[src/rtl/jtag_dtm.sv]
// JTAG Debug Transport Module: oversampled TAP controller with IDCODE, DTMCS,
// DMI and BYPASS data registers, acting as initiator on the DMI trivial bus.
module jtag_dtm #(
  parameter logic [31:0] IDCODE    = 32'h1000_0001,
  parameter int          ABITS     = 7,
  parameter logic [2:0]  IDLE_HINT = 3'd1
) (
  input  logic             clk,
  input  logic             rst_n,
  input  logic             tck,
  input  logic             tms,
  input  logic             tdi,
  output logic             tdo,
  output logic             dmi_start,
  input  logic             dmi_finish,
  output logic [1:0]       dmi_op,
  output logic [ABITS-1:0] dmi_address,
  output logic [31:0]      dmi_data_o,
  input  logic [31:0]      dmi_data_i
);

  localparam int DRW = ABITS + 34;

  typedef enum logic [3:0] {
    TAP_RESET, TAP_IDLE,
    SELECT_DR, CAPTURE_DR, SHIFT_DR, EXIT1_DR, PAUSE_DR, EXIT2_DR, UPDATE_DR,
    SELECT_IR, CAPTURE_IR, SHIFT_IR, EXIT1_IR, PAUSE_IR, EXIT2_IR, UPDATE_IR
  } tap_state_t;

  typedef enum logic [1:0] {DIDLE, DSTART, DWAIT} dmi_state_t;

  typedef enum logic [1:0] {SEL_BYPASS, SEL_IDCODE, SEL_DTMCS, SEL_DMI} dr_sel_t;

  logic tck_s1, tck_s2, tck_q;
  logic tms_s1, tms_s2;
  logic tdi_s1, tdi_s2;
  logic tck_rise, tck_fall;

  tap_state_t tap_state, tap_next;
  logic       in_reset, cap_dr, sh_dr, upd_dr, cap_ir, sh_ir, upd_ir;

  logic [4:0]     ir, ir_sr;
  logic [DRW-1:0] dr;
  dr_sel_t        sel;
  logic [31:0]    dtmcs_value;

  dmi_state_t  dmi_state, dmi_next;
  logic [1:0]  dmistat;
  logic [31:0] result;
  logic        discard;
  logic        busy, finishing, busy_eff, launch;

  always_ff @(posedge clk) begin
    if (!rst_n) begin
      tck_s1 <= 1'b0; tck_s2 <= 1'b0; tck_q <= 1'b0;
      tms_s1 <= 1'b0; tms_s2 <= 1'b0;
      tdi_s1 <= 1'b0; tdi_s2 <= 1'b0;
    end else begin
      tck_s1 <= tck;  tck_s2 <= tck_s1; tck_q <= tck_s2;
      tms_s1 <= tms;  tms_s2 <= tms_s1;
      tdi_s1 <= tdi;  tdi_s2 <= tdi_s1;
    end
  end

  assign tck_rise = tck_s2 & ~tck_q;
  assign tck_fall = ~tck_s2 & tck_q;

  always_ff @(posedge clk) begin
    if (!rst_n)        tap_state <= TAP_RESET;
    else if (tck_rise) tap_state <= tap_next;
  end

  always_comb begin
    tap_next = tap_state;
    unique case (tap_state)
      TAP_RESET:  tap_next = tms_s2 ? TAP_RESET : TAP_IDLE;
      TAP_IDLE:   tap_next = tms_s2 ? SELECT_DR : TAP_IDLE;
      SELECT_DR:  tap_next = tms_s2 ? SELECT_IR : CAPTURE_DR;
      CAPTURE_DR: tap_next = tms_s2 ? EXIT1_DR  : SHIFT_DR;
      SHIFT_DR:   tap_next = tms_s2 ? EXIT1_DR  : SHIFT_DR;
      EXIT1_DR:   tap_next = tms_s2 ? UPDATE_DR : PAUSE_DR;
      PAUSE_DR:   tap_next = tms_s2 ? EXIT2_DR  : PAUSE_DR;
      EXIT2_DR:   tap_next = tms_s2 ? UPDATE_DR : SHIFT_DR;
      UPDATE_DR:  tap_next = tms_s2 ? SELECT_DR : TAP_IDLE;
      SELECT_IR:  tap_next = tms_s2 ? TAP_RESET : CAPTURE_IR;
      CAPTURE_IR: tap_next = tms_s2 ? EXIT1_IR  : SHIFT_IR;
      SHIFT_IR:   tap_next = tms_s2 ? EXIT1_IR  : SHIFT_IR;
      EXIT1_IR:   tap_next = tms_s2 ? UPDATE_IR : PAUSE_IR;
      PAUSE_IR:   tap_next = tms_s2 ? EXIT2_IR  : PAUSE_IR;
      EXIT2_IR:   tap_next = tms_s2 ? UPDATE_IR : SHIFT_IR;
      UPDATE_IR:  tap_next = tms_s2 ? SELECT_DR : TAP_IDLE;
    endcase
  end

  // Capture and shift act on the rise leaving the state; update acts on the fall inside it.
  always_comb begin
    in_reset = (tap_state == TAP_RESET);
    cap_dr   = tck_rise && (tap_state == CAPTURE_DR);
    sh_dr    = tck_rise && (tap_state == SHIFT_DR);
    upd_dr   = tck_fall && (tap_state == UPDATE_DR);
    cap_ir   = tck_rise && (tap_state == CAPTURE_IR);
    sh_ir    = tck_rise && (tap_state == SHIFT_IR);
    upd_ir   = tck_fall && (tap_state == UPDATE_IR);
  end

  always_ff @(posedge clk) begin
    if (!rst_n) begin
      ir    <= 5'h01;
      ir_sr <= 5'h00;
    end else begin
      if (cap_ir)     ir_sr <= 5'b00001;
      else if (sh_ir) ir_sr <= {tdi_s2, ir_sr[4:1]};
      if (in_reset)    ir <= 5'h01;
      else if (upd_ir) ir <= ir_sr;
    end
  end

  always_comb begin
    unique case (ir)
      5'h01:   sel = SEL_IDCODE;
      5'h10:   sel = SEL_DTMCS;
      5'h11:   sel = SEL_DMI;
      default: sel = SEL_BYPASS;
    endcase
  end

  assign dtmcs_value = {14'b0, 2'b0, 1'b0, IDLE_HINT, dmistat, 6'(ABITS), 4'd1};

  // A finish arriving on the same clk as an update or capture frees the bus first.
  assign busy      = (dmi_state != DIDLE);
  assign finishing = (dmi_state == DWAIT) && dmi_finish;
  assign busy_eff  = busy && !finishing;
  assign launch    = upd_dr && (sel == SEL_DMI) && (dmistat == 2'd0) && !busy_eff &&
                     ((dr[1:0] == 2'd1) || (dr[1:0] == 2'd2));

  always_ff @(posedge clk) begin
    if (!rst_n) begin
      dr <= '0;
    end else if (cap_dr) begin
      unique case (sel)
        SEL_IDCODE: dr <= {{(DRW-32){1'b0}}, IDCODE};
        SEL_DTMCS:  dr <= {{(DRW-32){1'b0}}, dtmcs_value};
        SEL_DMI:    dr <= busy_eff ? {dmi_address, dmi_data_o, 2'd3}
                                   : {dmi_address, result, dmistat};
        default:    dr <= '0;
      endcase
    end else if (sh_dr) begin
      unique case (sel)
        SEL_DMI:               dr <= {tdi_s2, dr[DRW-1:1]};
        SEL_IDCODE, SEL_DTMCS: dr <= {{(DRW-32){1'b0}}, tdi_s2, dr[31:1]};
        default:               dr <= {{(DRW-1){1'b0}}, tdi_s2};
      endcase
    end
  end

  always_ff @(posedge clk) begin
    if (!rst_n) begin
      tdo <= 1'b0;
    end else if (tck_fall) begin
      if (tap_state == SHIFT_IR)      tdo <= ir_sr[0];
      else if (tap_state == SHIFT_DR) tdo <= dr[0];
      else                            tdo <= 1'b0;
    end
  end

  always_ff @(posedge clk) begin
    if (!rst_n) begin
      dmistat     <= 2'd0;
      result      <= '0;
      discard     <= 1'b0;
      dmi_address <= '0;
      dmi_data_o  <= '0;
      dmi_op      <= 2'd0;
    end else begin
      if (finishing) begin
        if (!discard) result <= (dmi_op == 2'd1) ? dmi_data_i : dmi_data_o;
        discard <= 1'b0;
      end
      if (in_reset)
        dmistat <= 2'd0;
      else if ((cap_dr || upd_dr) && (sel == SEL_DMI) && busy_eff)
        dmistat <= 2'd3;
      else if (upd_dr && (sel == SEL_DTMCS) && (dr[16] || dr[17]))
        dmistat <= 2'd0;
      if (upd_dr && (sel == SEL_DTMCS) && dr[17] && busy_eff)
        discard <= 1'b1;
      if (launch) begin
        dmi_address <= dr[DRW-1:34];
        dmi_data_o  <= dr[33:2];
        dmi_op      <= dr[1:0];
        discard     <= 1'b0;
      end
    end
  end

  always_ff @(posedge clk) begin
    if (!rst_n) dmi_state <= DIDLE;
    else        dmi_state <= dmi_next;
  end

  always_comb begin
    dmi_next = dmi_state;
    unique case (dmi_state)
      DIDLE:   if (launch) dmi_next = DSTART;
      DSTART:  dmi_next = DWAIT;
      DWAIT:   if (dmi_finish) dmi_next = DIDLE;
      default: dmi_next = DIDLE;
    endcase
  end

  always_comb begin
    dmi_start = (dmi_state == DSTART);
  end

endmodule

[config.mk]
export PLATFORM = sky130hd
export DESIGN_NAME = jtag_dtm
export DESIGN_NICKNAME = d
export VERILOG_FILES = /design/src/rtl/jtag_dtm.sv
export SDC_FILE = /design/constraint.sdc
export NUM_CORES = 1
export LEC_CHECK = 0
export BUFFER_PORTS_ARGS = -buffer_cell sky130_fd_sc_hd__buf_4
export CORE_ASPECT_RATIO = 1.2
export CORE_MARGIN = 2
export CORE_UTILIZATION = 62
export DETAILED_ROUTE_END_ITERATION = 8
export PLACE_DENSITY = 0.94
export SLEW_MARGIN = 20
export SYNTH_ARGS = -nofsm -noshare
export SYNTH_HDL_FRONTEND = slang
export SYNTH_SLANG_ARGS = --single-unit
[constraint.sdc]
create_clock -name clk -period 3.4 [get_ports clk]
set_input_delay 0.17 -clock clk [delete_from_list [all_inputs] [get_ports clk]]
set_output_delay 0.17 -clock clk [all_outputs]
set_load 0.01 [all_outputs]
==> results.toml <==
[yosys]
synth_commonest_cells = "dfxtp_1, nand2_1, mux2i_1"
yosys.area.top_type = "dfxtp_1"
synth.distinct_cells = 54
synth_edf_count = 0
netlist_instances = 623
synthFlopType = "dfxtp_1"
synth-seq-area-share_pct = 45.5
synth.top_cell.area_share_pct = 45.5
ys_seq_elements = 140
syn_area_per_cell_um2 = 9.89
async_flop_share_pct = 0
syn_area_um2 = 6160
yosys_warnings = 0
synth_nets = 663
synth.most_common_cell = "dfxtp_1"
synthTopCellsByArea = "dfxtp_1, mux2i_1, a22o_1"

[cts]
clockRootBuffer = "clkbuf_16"
cts_buffers = 17
h-tree-depth = 4
clk_latency_ns = 0.43
ctsHoldBuffers = 3
cts.sinks = 140
cts_resized = 0
cts_setup_buffers = 0
cts_tree = "done"
max-clock-path-buffers = 2
clkTransAtPathRegs_ns = 0.06

[power]
clkPwrFrac_pct = 54.0
p_int_uw = 3030
p_seq_share_pct = 43.7
ir_drop_mv = 0.341
p_sw_share_pct = 20.0
pwr_density_cell_nw_per_um2 = 511
netSwitchingPower_uw = 759
finalPower_uw = 3790
power_frac_comb_pct = 2.3
p_leak_uw = 0.00325

[grt]
grt_pass1_vias = 5445
antenna_found_initial = 0
grt_pass1_wl_um = 26800
grt-ovfl-total = 0
grt_start_max_net_pins = 65
grt.total_usage_pct = 32.0

[timing]
fmax_mhz = 360
post-route-period-util_pct = 81.8
relSlewSlack_pct = 33.5
drv_slew = 0
rsz0062_at_grt = "no"
worstMarginPinSlew_ns = 0.985
hold_viol = 0
finalSetupViolations = 0
finClkSkew_ns = 0.00846
finalCriticalPeriod_ns = 2.78
hold_slack_ns = 0.0923
setup_tns_ns = 0

[die]
initial_core_util_pct = 64.1
core_region_area_um2 = 9610
die_x_um = 95.0
die_h_um = 113
die_area_um2 = 10800
rows = 39
io_pins = 81

[cells_and_area]
seq_area_um2 = 2800
nNetsFinal = 721
diodes = 0
drive_gt1_share_pct = 21.4
nFillCells = 553
multi_input_area_um2 = 3080
syn_to_final_growth_pct = 20.1

[placement]
post-dp-hpwl_um = 9970
finalWeightedCongestion = 0.912
numPortBuffers = 80

[setup_path]
cp-start-kind = "flip-flop"
crit_type = "flip-flop to flip-flop"
arrival_ns = 3.10
reg2reg_depth = 5
crit_fanout = 22
worstPathRequired_ns = 3.72
cp-end-kind = "flip-flop"

[routing]
drt_iter0_drc = 487
drc = 0
via_count = 5432
drtPass1Iterations = 5
wl_per_cell_um = 20.6
viasPerCell = 6.66
ant_nets = 0
routed_wl_um = 16800

[hold_path]
hold_path_class = "primary input to flip-flop"
hold-path-cell-count = 4

[outcome]
status = "finished clean"

[job]
cap_violations = 0
[critical path: stages (launching register included)]
cell and delay, ns:
dfxtp_1 0.77, and3b_1 0.42, o21ai_4 0.22, nor2_4 0.23
nand3_1 0.59, o21ai_0 0.44
[worst paths after layout]
| path | slack (ns) | end | start |
|---|---|---|---|
| setup / recovery | 0.62 | dr[13] | tap_state[0] |
| setup reg to reg | 0.62 | dr[13] | tap_state[0] |
| hold reg to reg | 0.44 | tck_s2 | tck_s1 |
| hold / removal | 0.09 | result[20] | dmi_data_i[20] |
[power groups by stage]
stage | Clock (uW) | Sequential (uW) | Combinational [uW]
6_report | 2040 | 1650 | 87.9
3_5_place_dp | 0 | 1690 | 82.2
3_3_place_gp | 0 | 1690 | 77.8
5_1_grt | 2120 | 1650 | 93.0
2_1_floorplan | 0 | 1680 | 44.9
4_1_cts | 2050 | 1650 | 86.2
[area by class of cell]
class,instances,area share [%]
Clock buffer,21,6.22
Clock inverter,10,2.53
Inverter,7,0.355
Multi-Input combinational cell,423,41.5
Sequential cell,140,37.9
Tap cell,123,2.08
Timing Repair Buffer,92,9.43
[placed cells by master (no fill, tap or decap), types with 5 or more instances in the layout]
cell type,instances
a21boi_0,5
a21oi_1,13
a22o_1,44
a22oi_1,30
a31oi_1,8
and2_1,9
buf_4,89
bufinv_16,5
clkbuf_16,17
dfxtp_1,140
inv_1,7
mux2_2,9
mux2i_1,57
nand2_1,72
nand3_1,13
nor2_1,8
nor2b_1,11
o211a_1,33
o21ai_0,46
[layer usage]
metal / vias up / share of wire [%] / GRT usage (%)
met3: 80 / 8.3 / 7.66
li1: 2419 / - / -
met1: 2588 / 37 / 35.4
met2: 345 / 50 / 53.8
met5: - / 0 / 0
met4: 0 / 4.7 / 21.4
[registers in the layout, indices dropped and copies added (netlist names)]
signal,flops
ir_sr,5
dmi_data_o,32
tdi_s1,1
tck_s1,1
tap_state,4
dmi_address,7
dmi_op,2
tms_s1,1
tck_q,1
tdi_s2,1
dr,41
ir,5
tck_s2,1
tdo,1
tms_s2,1
dmi_state,2
result,32
dmistat,1
discard,1
[logic make-up (layout without fill, tap and decap cells)]
family / Yosys count / count (layout) / share of synthesized area [%]
xor gates and xnor gates: 2 / 2 / 0.284
AOI/OAI and AO/OA: 206 / 206 / 25.1
and+or+nand+nor: 147 / 147 / 12.8
buffers and inverters: 60 / 130 / 5.03
muxes: 66 / 66 / 10.9
adders and majority gates: 2 / 2 / 0.406
DFF: 140 / 140 / 45.5
[stage by stage]
step	util [%]	cells	setup WS, ns	instance area, um^2
global route	77.0	816	0.390	7400
global placement	70.0	782	0.989	6730
finish	77.0	816	0.619	7400
floorplan	-	623	1.41	6160
detailed placement	70.0	782	0.848	6730
CTS	77.0	816	0.670	7400
No activity file was read; power rests on OpenSTA's default activity.
